$ cat src/rtl/rv32im_csr_unit.sv
// rv32im_csr_unit: Zicsr instruction sequencer between execute and the CSR register file.
// Takes one decoded CSR instruction, performs the required read and/or write of the CSR file,
// checks access legality and returns the old CSR value for rd.
module rv32im_csr_unit #(
   parameter int unsigned XLEN       = 32,
   parameter int unsigned CSR_ADDR_W = 12
) (
   input  logic                  clk_i,
   input  logic                  rst_i,
   // request from execute
   input  logic                  req_valid_i,
   output logic                  req_ready_o,
   input  logic [2:0]            req_funct3_i,
   input  logic [CSR_ADDR_W-1:0] req_addr_i,
   input  logic [XLEN-1:0]       req_rs1_val_i,
   input  logic [4:0]            req_rs1_idx_i,
   input  logic [4:0]            req_rd_idx_i,
   input  logic [1:0]            priv_i,
   // CSR file port
   output logic [CSR_ADDR_W-1:0] csr_addr_o,
   output logic                  csr_re_o,
   output logic                  csr_we_o,
   output logic [XLEN-1:0]       csr_wdata_o,
   input  logic [XLEN-1:0]       csr_rdata_i,
   // response to writeback
   output logic                  resp_valid_o,
   input  logic                  resp_ready_i,
   output logic [XLEN-1:0]       resp_rd_data_o,
   output logic [4:0]            resp_rd_idx_o,
   output logic                  resp_illegal_o
);

   typedef enum logic [1:0] {StIdle, StRead, StWrite, StResp} state_e;

   state_e state_q, state_d;

   // Latched request fields
   logic [1:0]            op_q;
   logic [CSR_ADDR_W-1:0] addr_q;
   logic [XLEN-1:0]       src_q;
   logic [4:0]            rd_idx_q;
   logic                  do_write_q;
   logic                  illegal_q;
   logic [XLEN-1:0]       old_q;

   // Request decode, valid only for the instruction currently offered
   logic [1:0]      req_op;
   logic [XLEN-1:0] req_src;
   logic            req_do_read;
   logic            req_do_write;
   logic            req_illegal;
   logic            accept;
   logic [XLEN-1:0] new_val;

   // Decode operand, read/write needs and legality of the offered instruction
   always_comb begin
      req_op       = req_funct3_i[1:0];
      req_src      = req_funct3_i[2] ? {{(XLEN-5){1'b0}}, req_rs1_idx_i} : req_rs1_val_i;
      req_do_read  = !((req_op == 2'b01) && (req_rd_idx_i == 5'd0));
      req_do_write = (req_op == 2'b01) || (req_rs1_idx_i != 5'd0);
      // op 00 covers the reserved funct3 encodings 000 and 100
      req_illegal  = (req_op == 2'b00) ||
                     (req_addr_i[9:8] > priv_i) ||
                     (req_do_write && (req_addr_i[11:10] == 2'b11));
      accept       = req_valid_i && (state_q == StIdle);
   end

   // Read-modify-write value from the captured old value
   always_comb begin
      new_val = src_q;
      case (op_q)
         2'b10:   new_val = old_q | src_q;
         2'b11:   new_val = old_q & ~src_q;
         default: new_val = src_q;
      endcase
   end

   // State register
   always_ff @(posedge clk_i) begin
      if (rst_i) begin
         state_q <= StIdle;
      end else begin
         state_q <= state_d;
      end
   end

   // Next-state logic
   always_comb begin
      state_d = state_q;
      unique case (state_q)
         StIdle: begin
            if (accept) begin
               if (req_illegal) begin
                  state_d = StResp;
               end else if (req_do_read) begin
                  state_d = StRead;
               end else begin
                  state_d = StWrite;
               end
            end
         end
         StRead:  state_d = do_write_q ? StWrite : StResp;
         StWrite: state_d = StResp;
         StResp:  state_d = resp_ready_i ? StIdle : StResp;
         default: state_d = StIdle;
      endcase
   end

   // Request latch and old-value capture; old is zeroed on accept so skipped reads return 0
   always_ff @(posedge clk_i) begin
      if (rst_i) begin
         op_q       <= 2'b00;
         addr_q     <= '0;
         src_q      <= '0;
         rd_idx_q   <= 5'd0;
         do_write_q <= 1'b0;
         illegal_q  <= 1'b0;
         old_q      <= '0;
      end else if (accept) begin
         op_q       <= req_op;
         addr_q     <= req_addr_i;
         src_q      <= req_src;
         rd_idx_q   <= req_rd_idx_i;
         do_write_q <= req_do_write;
         illegal_q  <= req_illegal;
         old_q      <= '0;
      end else if (state_q == StRead) begin
         old_q      <= csr_rdata_i;
      end
   end

   // Outputs decoded from the current state
   always_comb begin
      req_ready_o    = 1'b0;
      csr_addr_o     = '0;
      csr_re_o       = 1'b0;
      csr_we_o       = 1'b0;
      csr_wdata_o    = '0;
      resp_valid_o   = 1'b0;
      resp_rd_data_o = old_q;
      resp_rd_idx_o  = rd_idx_q;
      resp_illegal_o = illegal_q;
      unique case (state_q)
         StIdle: req_ready_o = 1'b1;
         StRead: begin
            csr_addr_o = addr_q;
            csr_re_o   = 1'b1;
         end
         StWrite: begin
            csr_addr_o  = addr_q;
            csr_we_o    = 1'b1;
            csr_wdata_o = new_val;
         end
         StResp: resp_valid_o = 1'b1;
         default: req_ready_o = 1'b0;
      endcase
   end

endmodule

$ cat config.mk
export PLATFORM = sky130hd
export DESIGN_NAME = rv32im_csr_unit
export DESIGN_NICKNAME = d
export VERILOG_FILES = /design/src/rtl/rv32im_csr_unit.sv
export SDC_FILE = /design/constraint.sdc
export NUM_CORES = 1
export LEC_CHECK = 0
export ABC_AREA = 1
export CAP_MARGIN = 5
export CORE_AREA = 10 10 106 108
export CTS_CLUSTER_DIAMETER = 30
export DETAILED_ROUTE_END_ITERATION = 8
export DIE_AREA = 0 0 116 118
export DONT_BUFFER_PORTS = 1
export HOLD_SLACK_MARGIN = 0.1
export SKIP_LAST_GASP = 1
export SYNTH_ARGS = -nofsm -noshare
export SYNTH_HDL_FRONTEND = slang
export SYNTH_SLANG_ARGS = --single-unit
$ cat constraint.sdc
create_clock -name clk_i -period 1.8 [get_ports clk_i]
set_input_delay 0.36 -clock clk_i [delete_from_list [all_inputs] [get_ports clk_i]]
set_output_delay 0.36 -clock clk_i [all_outputs]
set_load 0.02 [all_outputs]
### Yosys cells after proc, flatten, opt, wreduce, memory -nomap -nowiden

Index checks and enable logic that the tools add are counted.

* bits in latches: 0
* register bits: 87
* output and inout bits: 86
* memories kept: 0
* bits in read-only memories: 0
* RAM bits: 0
* word-level logic and storage cells: 46
* input bits: 95

* bitwise operators: 3
* div/mod/pow operators: 0
* shifts and indexed selects: 0
* equal/unequal tests: 8
* reductions and logical operators: 12
* $lt $le $gt $ge: 1
* multipliers: 0
* muxes and demuxes: 14
* add/sub/neg operators: 0

Operator list (count)
* 32-bit 2-to-1 mux: 2
* 32-bit case mux with 2 select lines: 1
* 32-bit AND: 1
* 32-bit NOT: 1
* 32-bit bitwise OR: 1
* 12-bit 2-to-1 mux: 1
* 2-bit == test, second input constant: 5
* 2-bit 2-to-1 mux: 4
* 2-bit case mux with 4 select lines: 1
* 5-bit zero test: 1
* 1-bit 2-to-1 mux: 5
* 5-bit nonzero test: 1
* 2-bit by 1-bit == test with 1-bit output, second input constant: 2
* 2-bit zero test: 2
* 2-bit OR reduction: 2
* 1-bit logical AND: 3
* 1-bit logical OR: 3
* 2-bit > comparator: 1
* 2-bit != test, second input constant: 1

### Logic depth before layout (Yosys ltp)

* word-level depth: 7
* gate-level depth with buffers: 11
* mapped depth without buffers: 11

### Worst setup path before layout

No wires, ideal clock.

* kind: reg2out
* from: register state_q[0]
* to: output csr_wdata_o[11]
* cell stages (with the launch flop): 6
* path buffers: 1
* data required time: 1.440 ns
* slack: 0.038 ns
* arrival: 1.402 ns
* cells stage by stage: dfxtp_1 > inv_1 > ha_1 > clkbuf_1 > o21ai_0 > nor2_1

* cells in the longest elaborated chain, start to end: 2

Ends and longest elaborated chain
* start: declaration: RTL line 35 `state_e state_q, state_d;`
* start signal: assignment: RTL line 81 `state_q <= StIdle;`
* start signal: assignment: RTL line 83 `state_q <= state_d;`
* 2-bit == test: RTL line 143 `unique case (state_q)`
* 32-bit 2-to-1 mux: RTL line 143
* end: declaration: RTL line 23 `output logic [XLEN-1:0] csr_wdata_o,`

Every way passes these cells.

### Worst setup path in the final report

* from: register state_q[0]
* to: output csr_wdata_o[20]

Same word-level chain as after synthesis.

==> results.cfg <==
[drt]
dr_wl_met2_um = 6346
dr.pass1.iters = 5
drc = 0
routed_wl_um = 12840
vias = 3610
wl_per_cell_um = 19.25
routed.top_layer = met4
met3_length_um = 1267
postRouteAntennaNets = 0
avgViaCountPerCell = 5.412
drt_iter0_drc = 325
met1Wirelength_um = 4996

[sta]
max_freq_mhz = 531.9
setup_violations = 25
period_needed_ps = 1880
fin_worst_skew_ps = 13.62
slew_headroom_pct = 65.77
hold_viol = 0
whs_ps = 134.0
rsz0062_at_grt = yes
tightestPinTransition_ps = 512.7
maxSlewViolCount = 0
setup_ws_ps = -79.99
fin_crit_sh_pct = 104.4

[clocking]
insertion_delay_ps = 360
path_clk_slew_ps = 100
ctsHtreeMaxLevel = 3
cts_tree = done
root_buffer = clkbuf_8
max-clock-path-buffers = 2
cts.sinks = 87
cts_buffers = 9

[synth]
synth_cell_types = 23
ys_ff_latch = 87
yosysSeqAreaShare_pct = 43.26
yosys_warnings = 0
netlist_area_um2 = 4026
synth_fp_nets = 639
netlist_instances = 538
synth_area_per_cell_um2 = 7.484

[critical_path]
end_kind = output port
slowest_delay_ps = 360
required_ps = 1440
path_max_fanout = 17
cp_slowest_cell = dfxtp_4
critPathKind = reg -> out
cp.arrival_ps = 1520
crit_chain = inv_4 -> ha_4 -> buf_16 -> o21ai_0 -> nor2_2
start_kind = flip-flop

[final_layout]
finalNetCount = 652
syn_to_final_growth_pct = 18.86
antennaDiodeCount = 0
finish.utilization_pct = 52.54
nFillCells = 897
drive_gt1_share_pct = 25.36
finalNonFillerCells = 667

[grt]
grt_first_pass_wirelength_um = 19490
gr-total-overflow = 0
grt_usage_pct = 17.88
grt_max_degree = 66
grt_pass1_vias = 3633
antenna_found_initial = 0

[floorplan]
die_w_um = 116
initial_core_util_pct = 44.20
dieArea_um2 = 13690
io_pins = 181
row_count = 35
dieHeight_um = 118
core_um2 = 9109

[pwr]
p_total_mw = 6.821
p_leak_nw = 1.911
ir_worst_vdd_mv = 0.9141
powerDensity_nw_per_um2 = 1425

[worst_hold_path]
min-delay-path-class = in -> reg

[place]
port_buffers = 0
post-place-ws_ps = 173.0
post-dp-hpwl_um = 8962
dp_cells = 644
place.gp.congestion = 0.7851

[job]
drv_cap = 0

[outcome]
status = finished, violations left
violations = negative setup slack
[synth_stat cells]
library cell	instances	area, um2
a21oi_1	64	320.3
a22o_1	12	105.1
buf_2	10	50.05
buf_4	1	7.510
buf_6	10	112.6
buf_8	2	30.03
clkbuf_1	12	45.04
dfxtp_1	87	1742
ha_1	6	75.07
inv_1	67	251.5
inv_2	4	15.01
mux2i_1	5	50.05
nand2_1	110	412.9
nand2_2	2	12.51
nand2_4	1	11.26
nand3_1	35	175.2
nor2_1	36	135.1
nor2_8	1	20.02
nor3_1	1	5.000
o21ai_0	40	200.2
o21ai_1	13	65.06
o21ai_2	14	122.6
o22ai_2	5	62.56
[state kept, by name, indices dropped and copies added (netlist names)]
register	flops
state_q	2
op_q	2
resp_rd_idx_o	5
resp_illegal_o	1
addr_q	12
resp_rd_data_o	32
src_q	32
do_write_q	1
[critical path: cells and delay by family, from the launching register on]
family | cells | cell delay, ps
compound gates | 1 | 120
fa+ha+maj | 1 | 210
buf+inv | 2 | 230
flops | 1 | 360
simple gates | 1 | 250
[power breakdown]
part           switching (mW)  internal [mW]
clock network           0.756          0.522
registers               0.414           2.25
logic                    1.78           1.09
total                    2.95           3.87
[cell families (layout without fill, tap and decap cells)]
logic type,count (synthesis),after routing,share of synthesized area (%)
adder cells (fa/ha/maj),6,6,1.864
multiplexers,5,5,1.243
buffers and inverters,106,124,12.71
AND/OR/NAND/NOR,186,186,19.17
flip-flops,87,87,43.26
AO/OA/AOI/OAI,148,148,21.75
[stage by stage]
step	cell area, um2	TNS, ps
floorplan	4026	0
global placement	4195	0
detailed placement	4195	0
CTS	4543	-1512
global route	4786	-3210
finish	4786	-680.6
[cell type report]
class	instances	area (um2)	share of cell area, %
Clock buffer	10	127.6	2.667
Clock inverter	6	51.30	1.072
Timing Repair Buffer	37	396.6	8.288
Inverter	71	299.0	6.248
Sequential cell	87	1747	36.50
Multi-Input combinational cell	345	2026	42.33
Tap cell	111	138.9	2.902
[timing repair]
action	in CTS	in global routing
gates cloned	2	0
hold buffers	0	0
gates resized for setup	38	79
buffers inserted	2	3
pin swaps	2	18
setup endpoints to repair	44	44
[placed cells by master (no fill, tap or decap), types with 8 or more instances in the layout]
cell type	count
nand2_4	14
nor2_2	17
dfxtp_1	85
a22o_1	12
buf_4	28
o21ai_1	15
nor2_4	8
o21ai_2	22
a21oi_1	64
clkbuf_8	9
o21ai_0	30
inv_4	13
nand3_1	35
nor2_1	11
nand2_1	98
inv_1	54
[worst paths after layout]
check	to	slack, ps	cells past startpoint	from
max	csr_wdata_o[20]	-80	5	state_q[0]
max reg2reg	src_q[18]	320	8	state_q[0]
min reg2reg	do_write_q	480	2	do_write_q
min	resp_rd_data_o[22]	130	2	csr_rdata_i[22]
[per-layer routing]
metal	GRT usage [%]	vias up
li1	-	1766
met1	20.34	1666
met2	30.18	159
met3	5.963	19
met4	6.182	0
met5	0	-
Note: power is estimated with default switching activity, not from simulation.
